**src/rtl/ahb_arbiter_mux_if.sv**
```systemverilog
// Signal bundle between the AHB masters and the arbiter/bus multiplexer.
// master modport: the requesting side; slave modport: the arbiter/mux.
interface ahb_arbiter_mux_if #(
  parameter int unsigned NUM_M = 4,
  parameter int unsigned AW    = 32,
  parameter int unsigned DW    = 32,
  parameter int unsigned MW    = 2
);
  logic [NUM_M-1:0]    hreq;
  logic [NUM_M*AW-1:0] haddr_m;
  logic [NUM_M*2-1:0]  htrans_m;
  logic [NUM_M-1:0]    hwrite_m;
  logic [NUM_M*DW-1:0] hwdata_m;
  logic                hready;
  logic [NUM_M-1:0]    hgrant;
  logic [MW-1:0]       hmaster;
  logic [AW-1:0]       haddr;
  logic [1:0]          htrans;
  logic                hwrite;
  logic [DW-1:0]       hwdata;

  modport master (
    output hreq, haddr_m, htrans_m, hwrite_m, hwdata_m, hready,
    input  hgrant, hmaster, haddr, htrans, hwrite, hwdata
  );

  modport slave (
    input  hreq, haddr_m, htrans_m, hwrite_m, hwdata_m, hready,
    output hgrant, hmaster, haddr, htrans, hwrite, hwdata
  );
endinterface

```
**src/rtl/ahb_arbiter_mux.sv**
```systemverilog
// Round-robin AHB arbiter with address-phase and data-phase bus multiplexing.
// Optional per-owner beat quota enabled by defining AHB_ARB_QUOTA_EN.
module ahb_arbiter_mux #(
  parameter int unsigned NUM_M    = 4,
  parameter int unsigned AW       = 32,
  parameter int unsigned DW       = 32,
  parameter int unsigned MW       = 2,
  parameter int unsigned MAX_HOLD = 16
) (
  input logic              hclk,
  input logic              hresetn,
  ahb_arbiter_mux_if.slave bus
);

  localparam logic [1:0] TrIdle   = 2'b00;
  localparam logic [1:0] TrNonseq = 2'b10;

  if (NUM_M < 2 || NUM_M > 8 || MAX_HOLD == 0 || (1 << MW) < NUM_M) begin : g_param_check
    $error("ahb_arbiter_mux: invalid parameter set");
  end

  typedef enum logic [0:0] {StIdle, StOwn} state_e;

  state_e           state_q, state_d;
  logic [NUM_M-1:0] grant_q, grant_d;
  logic [MW-1:0]    master_q, master_d;
  logic [MW-1:0]    ptr_q, ptr_d;
  logic [MW-1:0]    down_q, down_d;
  logic             dvalid_q, dvalid_d;

  logic             own_req;
  logic [1:0]       own_trans;
  logic [NUM_M-1:0] others;
  logic [MW-1:0]    win;
  logic             handover;
  logic             quota_fire;

  logic [AW-1:0]    addr_mux;
  logic [1:0]       trans_mux;
  logic             write_mux;
  logic [DW-1:0]    wdata_mux;

  // First requester scanning upward from ptr+1, modulo NUM_M.
  function automatic logic [MW-1:0] rr_pick(input logic [NUM_M-1:0] req,
                                            input logic [MW-1:0]    ptr);
    logic [MW-1:0] pick;
    logic          found;
    pick  = ptr;
    found = 1'b0;
    for (int unsigned k = 1; k <= NUM_M; k++) begin
      for (int unsigned j = 0; j < NUM_M; j++) begin
        if (!found && req[j] && ((32'(ptr) + k) % NUM_M) == j) begin
          pick  = MW'(j);
          found = 1'b1;
        end
      end
    end
    return pick;
  endfunction

  function automatic logic [NUM_M-1:0] onehot(input logic [MW-1:0] idx);
    logic [NUM_M-1:0] g;
    for (int unsigned i = 0; i < NUM_M; i++) begin
      g[i] = (idx == MW'(i));
    end
    return g;
  endfunction

  // Current owner's request/transfer view, and every other master's request.
  always_comb begin
    own_req   = 1'b0;
    own_trans = TrIdle;
    others    = bus.hreq;
    for (int unsigned i = 0; i < NUM_M; i++) begin
      if (master_q == MW'(i)) begin
        own_req   = bus.hreq[i];
        own_trans = bus.htrans_m[2*i +: 2];
        others[i] = 1'b0;
      end
    end
  end

`ifdef AHB_ARB_QUOTA_EN
  localparam int unsigned CW = $clog2(MAX_HOLD + 1);

  logic [CW-1:0] cnt_q, cnt_d;
  logic          grant_chg;

  always_comb begin
    quota_fire = (state_q == StOwn) && (32'(cnt_q) >= MAX_HOLD) && (|others) &&
                 (own_trans == TrIdle || own_trans == TrNonseq);
    grant_chg  = (state_q == StIdle) ? (|bus.hreq) : handover;
    cnt_d      = cnt_q;
    if (bus.hready) begin
      if (grant_chg) begin
        cnt_d = '0;
      end else if (state_q == StOwn && own_trans[1] && 32'(cnt_q) < MAX_HOLD) begin
        // Saturates at MAX_HOLD; only the >= comparison matters beyond that.
        cnt_d = cnt_q + CW'(1);
      end
    end
  end

  always_ff @(posedge hclk or negedge hresetn) begin
    if (!hresetn) begin
      cnt_q <= '0;
    end else begin
      cnt_q <= cnt_d;
    end
  end
`else
  assign quota_fire = 1'b0;
`endif

  always_comb begin
    state_d  = state_q;
    grant_d  = grant_q;
    master_d = master_q;
    ptr_d    = ptr_q;
    down_d   = down_q;
    dvalid_d = dvalid_q;
    win      = rr_pick((state_q == StIdle) ? bus.hreq : others, ptr_q);
    handover = (state_q == StOwn) &&
               ((!own_req && own_trans == TrIdle) || quota_fire);

    if (bus.hready) begin
      down_d   = master_q;
      dvalid_d = trans_mux[1];
      unique case (state_q)
        StIdle: begin
          if (|bus.hreq) begin
            state_d  = StOwn;
            master_d = win;
            ptr_d    = win;
            grant_d  = onehot(win);
          end
        end
        StOwn: begin
          if (handover) begin
            if (|others) begin
              master_d = win;
              ptr_d    = win;
              grant_d  = onehot(win);
            end else begin
              state_d = StIdle;
              grant_d = '0;
            end
          end
        end
        default: ;
      endcase
    end
  end

  always_ff @(posedge hclk or negedge hresetn) begin
    if (!hresetn) begin
      state_q  <= StIdle;
      grant_q  <= '0;
      master_q <= '0;
      ptr_q    <= MW'(NUM_M - 1);
      down_q   <= '0;
      dvalid_q <= 1'b0;
    end else begin
      state_q  <= state_d;
      grant_q  <= grant_d;
      master_q <= master_d;
      ptr_q    <= ptr_d;
      down_q   <= down_d;
      dvalid_q <= dvalid_d;
    end
  end

  // Address phase follows the grant; write data follows the registered data owner.
  always_comb begin
    addr_mux  = '0;
    trans_mux = TrIdle;
    write_mux = 1'b0;
    wdata_mux = '0;
    for (int unsigned i = 0; i < NUM_M; i++) begin
      if (state_q == StOwn && master_q == MW'(i)) begin
        addr_mux  = bus.haddr_m[i*AW +: AW];
        trans_mux = bus.htrans_m[2*i +: 2];
        write_mux = bus.hwrite_m[i];
      end
      if (dvalid_q && down_q == MW'(i)) begin
        wdata_mux = bus.hwdata_m[i*DW +: DW];
      end
    end
  end

  assign bus.hgrant  = grant_q;
  assign bus.hmaster = master_q;
  assign bus.haddr   = addr_mux;
  assign bus.htrans  = trans_mux;
  assign bus.hwrite  = write_mux;
  assign bus.hwdata  = wdata_mux;

endmodule
```
**src/flat_wrapper.sv**
```systemverilog
// flat-port wrapper written by rule: the top's interface ports become plain ports
module ahb_arbiter_mux_flat 
#(
  parameter int unsigned NUM_M    = 4,
  parameter int unsigned AW       = 32,
  parameter int unsigned DW       = 32,
  parameter int unsigned MW       = 2,
  parameter int unsigned MAX_HOLD = 16
)
  (hclk, hresetn, bus_hreq, bus_haddr_m, bus_htrans_m, bus_hwrite_m, bus_hwdata_m, bus_hready, bus_hgrant, bus_hmaster, bus_haddr, bus_htrans, bus_hwrite, bus_hwdata);
  ahb_arbiter_mux_if #(.NUM_M(NUM_M), .AW(AW), .DW(DW), .MW(MW)) bus_i ();
  input logic hclk;
  input logic hresetn;
  input wire logic [$bits(bus_i.hreq)-1:0] bus_hreq;
  input wire logic [$bits(bus_i.haddr_m)-1:0] bus_haddr_m;
  input wire logic [$bits(bus_i.htrans_m)-1:0] bus_htrans_m;
  input wire logic [$bits(bus_i.hwrite_m)-1:0] bus_hwrite_m;
  input wire logic [$bits(bus_i.hwdata_m)-1:0] bus_hwdata_m;
  input wire logic [$bits(bus_i.hready)-1:0] bus_hready;
  output wire logic [$bits(bus_i.hgrant)-1:0] bus_hgrant;
  output wire logic [$bits(bus_i.hmaster)-1:0] bus_hmaster;
  output wire logic [$bits(bus_i.haddr)-1:0] bus_haddr;
  output wire logic [$bits(bus_i.htrans)-1:0] bus_htrans;
  output wire logic [$bits(bus_i.hwrite)-1:0] bus_hwrite;
  output wire logic [$bits(bus_i.hwdata)-1:0] bus_hwdata;
  assign bus_i.hreq = bus_hreq;
  assign bus_i.haddr_m = bus_haddr_m;
  assign bus_i.htrans_m = bus_htrans_m;
  assign bus_i.hwrite_m = bus_hwrite_m;
  assign bus_i.hwdata_m = bus_hwdata_m;
  assign bus_i.hready = bus_hready;
  assign bus_hgrant = bus_i.hgrant;
  assign bus_hmaster = bus_i.hmaster;
  assign bus_haddr = bus_i.haddr;
  assign bus_htrans = bus_i.htrans;
  assign bus_hwrite = bus_i.hwrite;
  assign bus_hwdata = bus_i.hwdata;
  ahb_arbiter_mux #(.NUM_M(NUM_M), .AW(AW), .DW(DW), .MW(MW), .MAX_HOLD(MAX_HOLD)) u_core (.hclk(hclk), .hresetn(hresetn), .bus(bus_i));
endmodule
```
**config.mk**
```make
export PLATFORM = sky130hd
export DESIGN_NAME = ahb_arbiter_mux_flat
export DESIGN_NICKNAME = d
export VERILOG_FILES = /design/src/rtl/ahb_arbiter_mux_if.sv /design/src/rtl/ahb_arbiter_mux.sv /design/src/flat_wrapper.sv
export SDC_FILE = /design/constraint.sdc
export NUM_CORES = 1
export LEC_CHECK = 0
export ABC_AREA = 1
export CORE_AREA = 2 2 135 137
export CTS_BUF_LIST = sky130_fd_sc_hd__clkbuf_4 sky130_fd_sc_hd__clkbuf_8
export CTS_CLUSTER_SIZE = 14
export DETAILED_ROUTE_END_ITERATION = 8
export DIE_AREA = 0 0 137 139
export GPL_TIMING_DRIVEN = 0
export PLACE_DENSITY_LB_ADDON = 0.15
export SLEW_MARGIN = 15
export SYNTH_ARGS = -nofsm -noshare
export SYNTH_HDL_FRONTEND = slang
export SYNTH_SLANG_ARGS = --single-unit
export TNS_END_PERCENT = 100
```
**constraint.sdc**
```tcl
create_clock -name hclk -period 2.45 [get_ports hclk]
set_input_delay 0.49 -clock hclk [delete_from_list [all_inputs] [get_ports hclk]]
set_output_delay 0.49 -clock hclk [all_outputs]
set_load 0.02 [all_outputs]
```
==> results of run 1 <==
logic make-up after synthesis:
family          after synthesis  share of synthesized area (%)
simple gates                422                           74.9
buf+inv                      59                           8.57
compound gates               21                           5.11
flops                        12                           11.5
layer usage:
| metal | vias to the layer above | global-route usage, % |
|---|---|---|
| li1 | 2420 | - |
| met1 | 1991 | 16.5 |
| met2 | 233 | 32.5 |
| met3 | 17 | 3.91 |
| met4 | 0 | 3.26 |
| met5 | - | 0 |
sequential cells by signal, indices dropped and copies added (netlist names):
signal              count
u_core.bus.hgrant       4
u_core.ptr_q            2
u_core.bus.hmaster      2
u_core.dvalid_q         1
u_core.state_q          1
u_core.down_q           2
critical path, delay by kind of cell (launching register included):
family	cells	cell delay (ns)
buffers and inverters	4	0.74
AND/OR/NAND/NOR	4	0.40
flip-flops	1	0.48
through the flow:
| stage | TNS [ns] | cells |
|---|---|---|
| after floorplan | 0 | 514 |
| after global placement | -20.63 | 1089 |
| after detailed placement | -22.32 | 1089 |
| after CTS | -0.00113 | 1093 |
| after global routing | 0 | 1095 |
| final | 0 | 1095 |
power groups by stage:
| stage | sequential, mW | clock (mW) | combinational [mW] |
|---|---|---|---|
| floorplan | 0.407 | 0 | 2.82 |
| global placement | 0.389 | 0 | 5.36 |
| detailed placement | 0.391 | 0 | 5.32 |
| CTS | 0.404 | 0.221 | 5.08 |
| global route | 0.418 | 0.234 | 5.43 |
| finish | 0.403 | 0.214 | 4.97 |
placed cells by master (no fill, tap or decap), drive strengths merged:
cell type,count
clkinvlp,1
o22ai,3
clkdlybuf4s15,10
buf,13
dlymetal6s2s,1
dlygate4sd2,32
clkbuf,46
a22o,1
nor2,27
dfstp,2
o32ai,1
nand3,45
nor3,4
dfrtp,10
clkdlybuf4s50,280
inv,26
a221oi,1
clkinv,2
o21ai,11
a21oi,4
nand4,74
nand3b,1
nand2,271
cell type report:
| class | count | share of cell area, % |
|---|---|---|
| plain buffers | 30 | 3.29 |
| repair buffers | 348 | 51.5 |
| well taps | 229 | 4.43 |
| multi-input cells | 443 | 33.3 |
| clock buffers | 4 | 0.851 |
| inverters | 29 | 1.91 |
| flip-flops and latches | 12 | 4.72 |
what timing repair did:
action / CTS / global route
setup buffers: 0 / 2
resized for setup: 153 / 55
pin swaps: 1 / 1
setup endpoints to repair: 67 / 33
hold buffers: 0 / 0
worst paths after layout:
| path | slack [ns] | endpoint | from |
|---|---|---|---|
| setup / recovery | 0.11 | bus_haddr[27] | u_core.bus.hmaster[0] |
| hold / removal | 0.48 | u_core.bus.hgrant[0] | u_core.bus.hgrant[0] |
| setup reg to reg | 0.48 | u_core.bus.hgrant[1] | u_core.ptr_q[0] |
| hold reg to reg | 0.48 | u_core.bus.hgrant[0] | u_core.bus.hgrant[0] |
| max in group asynchronous | 1.46 | u_core.bus.hmaster[1] | hresetn |
| min in group asynchronous | 0.60 | u_core.bus.hgrant[0] | hresetn |
==> results_dict.tcl, run 1 <==
set metrics [dict create \
    layout.nets 1142 \
    worst_slew_pin_slew_ns 0.624 \
    p_clk_share_pct 3.8 \
    ys_seq_elements 12 \
    cts_tree "built" \
    synthTopCellsByArea "nand2_1, nand4_1, dfrtp_1" \
    gp_congestion 0.836 \
    worstSetupPathType "flip-flop to output port" \
    wl_met2_mm 8.90 \
    finalPower_mw 5.59 \
    rsz0062_at_grt "false" \
    finalCritPeriodShare_pct 95.4 \
    drt_wl_total_mm 16.9 \
    yosysSeqAreaShare_pct 11.5 \
    synth_commonest_cells "nand2_1, nand4_1, nand3_1" \
    final_area_um2 6470 \
    die_h_um 139 \
    skew_ns 0.000361 \
    pre_cts_slack_ns -0.467 \
    gr-total-overflow 0 \
    postRouteAntennaNets 0 \
    wl_per_cell_um 15.4 \
    path_common_cell "nand2_1" \
    p_per_area_nw_per_um2 863 \
    dieArea_um2 19000 \
    cts.sinks 12 \
    finalSetupViolations 0 \
    via_per_inst 4.26 \
    synth_cells 514 \
    nFillCells 1948 \
    yosys.cell_types.count 32 \
    synth_ff_type "dfrtp_1" \
    p_leak_nw 2.77 \
    final_hold_viol_count 0 \
    antenna_found_initial 0 \
    status "finished clean" \
    pwr-share-seq_pct 7.2 \
    ys_warn_count 0 \
    fmax_mhz 428 \
    worstSetupEndpointType "output port" \
    max_stage_delay_ns 0.48 \
    cap_violations 0 \
    die_w_um 137 \
    met3_length_mm 1.74 \
    drive_gt1_share_pct 12.8 \
    cts-root-buf "clkbuf_8" \
    slew-limit-headroom_pct 58.4 \
    timing.final.crit_period_ns 2.34 \
    hold_path.class "flip-flop to flip-flop" \
    cts_buffer_depth 2 \
    core_um2 17700 \
    rows 49 \
    yosysTopAreaCellShare_pct 37.2 \
    io_buffers 346 \
    slew_viol_final 0 \
    drtIter0Drc 116 \
    worst_slack_ns 0.112 \
    holdPathStages 2 \
    clock_latency_ns 0.24 \
    h-tree-depth 1 \
    cts_buffers 3 \
    clk_pin_slew_worst_paths_ns 0.05 \
    switchingPower_mw 3.19 \
    internal-power_mw 2.40 \
    start_util_pct 15.0 \
    vias 4661 \
    placed_area_um2 6390 \
    reg2reg_depth 13 \
    vdd.ir_drop.worst_mv 0.390 \
    grt_pass1_vias 4658 \
    netSwitchingFraction_pct 57.1 \
    required_ns 1.96 \
    hpwl_mm 14.4 \
    seqCellArea_um2 305 \
    combPwrFrac_pct 88.9 \
    highest_layer "met4" \
    yosysTopAreaCell "nand2_1" \
    holdWs_ns 0.476 \
    ioPinCount 348 \
    critPathLaunchType "flip-flop" \
    multi_input_comb_area_um2 2150 \
    cp_slowest_cell "dfrtp_2" \
    wl_met1_mm 5.98 \
    antenna_cells 0 \
    drc 0 \
    async_reset_ff_share_pct 100 \
    path_max_fanout 10 \
    syn-cell-area_um2 2640 \
    synth_nets 789 \
    synth.avg_cell_area_um2 5.14 \
    path_cells "nand2_1 -> inv_2 -> nand2_4 -> clkinvlp_4 -> buf_4 -> nand2_1 -> nand4_1 -> clkdlybuf4s15_2" \
    track_usage_pct 16.2 \
    grt_max_degree 13 \
    synth_edf_count 0 \
    crit_arrival_ns 1.85 \
    final_core_util_pct 36.7 \
    yosysMostFrequentCell "nand2_1" \
    drt_pass1_iterations 4 \
    area_delta_synth_final_pct 145 \
    grt_pass1_wl_mm 24.4 \
]
No activity file was read; power rests on OpenSTA's default activity.
==> run 2, diff against run 1 <==
GPL_TIMING_DRIVEN = default   (was 0)
HOLD_SLACK_MARGIN = 0.03   (was default)
==> results_dict.tcl, run 2 (same netlist as run 1, synthesis figures left out) <==
set metrics [dict create \
    skew_ns 0.000706 \
    required_ns 1.96 \
    h-tree-depth 1 \
    grt_pass1_wl_mm 24.3 \
    antenna_found_initial 0 \
    finalSetupTns_ns 0 \
    cts_buffer_depth 2 \
    grt_pass1_vias 4580 \
    dieArea_um2 19000 \
    cts.sinks 12 \
    core_um2 17700 \
    pwr-share-seq_pct 6.9 \
    clock_latency_ns 0.24 \
    vdd.ir_drop.worst_mv 0.453 \
    p_clk_share_pct 3.9 \
    hpwl_mm 13.7 \
    nFillCells 1887 \
    slew-limit-headroom_pct 61.7 \
    layout.nets 1129 \
    largest_reg_flops 4 \
    path_common_cell "inv_2" \
    drt_wl_total_mm 16.7 \
    finalCritPeriodShare_pct 94.6 \
    layout_commonest_cell "clkdlybuf4s50_1" \
    rsz0062_at_grt "false" \
    crit_family "buffers and inverters" \
    final_core_util_pct 37.5 \
    finalSetupViolations 0 \
    final_hold_viol_count 0 \
    vias 4660 \
    seqCellArea_um2 307 \
    critPathLaunchType "flip-flop" \
    timing.final.crit_period_ns 2.32 \
    status "finished clean" \
    die_h_um 139 \
    p_per_area_nw_per_um2 872 \
    switchingPower_mw 3.18 \
    worst_slack_ns 0.132 \
    slew_viol_final 0 \
    wl_per_cell_um 15.5 \
    gp_congestion 0.889 \
    drt_pass1_iterations 4 \
    path_cells "inv_2 -> nand2_2 -> inv_2 -> buf_4 -> nand3_1 -> nand4_1 -> dlygate4sd2_1" \
    path_max_fanout 12 \
    rows 49 \
    via_per_inst 4.31 \
    critPathBufInv 4 \
    rr_endpoint "u_core.bus.hmaster[0]" \
    multi_input_comb_area_um2 2140 \
    pre_cts_slack_ns -0.0473 \
    combPwrFrac_pct 89.2 \
    worstSetupEndpointType "output port" \
    drtIter0Drc 134 \
    worst_slew_pin_slew_ns 0.572 \
    cts_buffers 3 \
    hold_path.class "flip-flop to flip-flop" \
    r2r_slack_ns 0.45 \
    p_leak_nw 3.03 \
    netSwitchingFraction_pct 55.1 \
    holdPathStages 2 \
    postRouteAntennaNets 0 \
    area_delta_synth_final_pct 150 \
    layout_common_cells "clkdlybuf4s50_1, nand2_1, nand4_1, dlygate4sd2_1, nand3_1" \
    cap_violations 0 \
    gr-total-overflow 0 \
    ioPinCount 348 \
    crit_arrival_ns 1.83 \
    antenna_cells 0 \
    drc 0 \
    cts_tree "built" \
    placed_area_um2 6550 \
    fmax_mhz 431 \
    internal-power_mw 2.59 \
    start_util_pct 15.0 \
    postCtsSetupBuffers 0 \
    drive_gt1_share_pct 7.39 \
    die_w_um 137 \
    hp-start "u_core.bus.hgrant[0]" \
    max_stage_delay_ns 0.46 \
    r2r-start "u_core.bus.hmaster[1]" \
    track_usage_pct 16.1 \
    io_buffers 347 \
    clk_pin_slew_worst_paths_ns 0.06 \
    worstSetupPathType "flip-flop to output port" \
    final_area_um2 6620 \
    cts-root-buf "clkbuf_8" \
    hold_end "u_core.bus.hgrant[0]" \
    reg2reg_depth 15 \
    grt_max_degree 38 \
    cp_slowest_cell "dfrtp_2" \
]
==> run 2: cell types whose count changed in the layout (fill, tap and decap cells not counted), moves of 4 or more <==
cell and delta:
clkbuf_2 -24, dlygate4sd2_1 +13, clkbuf_4 -17, buf_12 +10
buf_2 -4, clkdlybuf4s15_2 -8, dlymetal6s2s_1 +18
==> run 2: layout make-up <==
class | count | share of cell area (%)
clock buffers | 4 | 0.832
inverters | 29 | 1.66
multi-input cells | 443 | 32.3
flip-flops and latches | 12 | 4.63
well taps | 229 | 4.33
repair buffers | 365 | 56.2
==> run 2: worst max path at each step <==
stage	endpoint	from	cells after the start	slack, ns
2_1_floorplan	bus_htrans[0]	u_core.bus.hmaster[1]	6	0.44
3_3_place_gp	bus_htrans[1]	bus_htrans_m[3]	7	-0.04
3_5_place_dp	bus_htrans[1]	bus_htrans_m[3]	7	-0.05
4_1_cts	bus_hwdata[19]	u_core.down_q[1]	5	0.002
5_1_grt	bus_htrans[1]	u_core.bus.hmaster[1]	9	0.006
6_report	bus_haddr[10]	u_core.bus.hmaster[1]	7	0.13
==> run 2: routing by layer <==
layer | wire length, um | track usage, % | up-vias
met3 | 1720 | 4.31 | 20
met2 | 8510 | 30.7 | 238
li1 | - | - | 2394
met1 | 6170 | 17.2 | 2008
met4 | 336 | 3.58 | 0
met5 | 0 | 0 | -
==> run 2: tightest hold or removal path: stages (launching register included) <==
cell,delay [ns]
dfrtp_1,0.34
nand2_1,0.05
nand2_1,0.06
==> run 2: what timing repair did <==
item,in CTS,in global routing
hold buffers,0,0
gates resized for setup,49,24
endpoints found under the setup margin,47,22
==> run 2: power groups by stage <==
stage / logic, mW / clock network (mW) / registers [mW]
after floorplan: 2.82 / 0 / 0.407
after global placement: 5.63 / 0 / 0.386
after detailed placement: 5.59 / 0 / 0.387
after CTS: 5.23 / 0.224 / 0.387
after global routing: 5.60 / 0.236 / 0.412
final: 5.15 / 0.226 / 0.396
==> run 2: stage by stage <==
stage	std cells	hold WS (ns)	power [mW]
after global placement	1078	0.462	6.02
final	1082	0.480	5.77
after detailed placement	1078	0.473	5.97
after global routing	1082	0.511	6.24
after CTS	1082	0.487	5.84
after floorplan	514	0.194	3.23
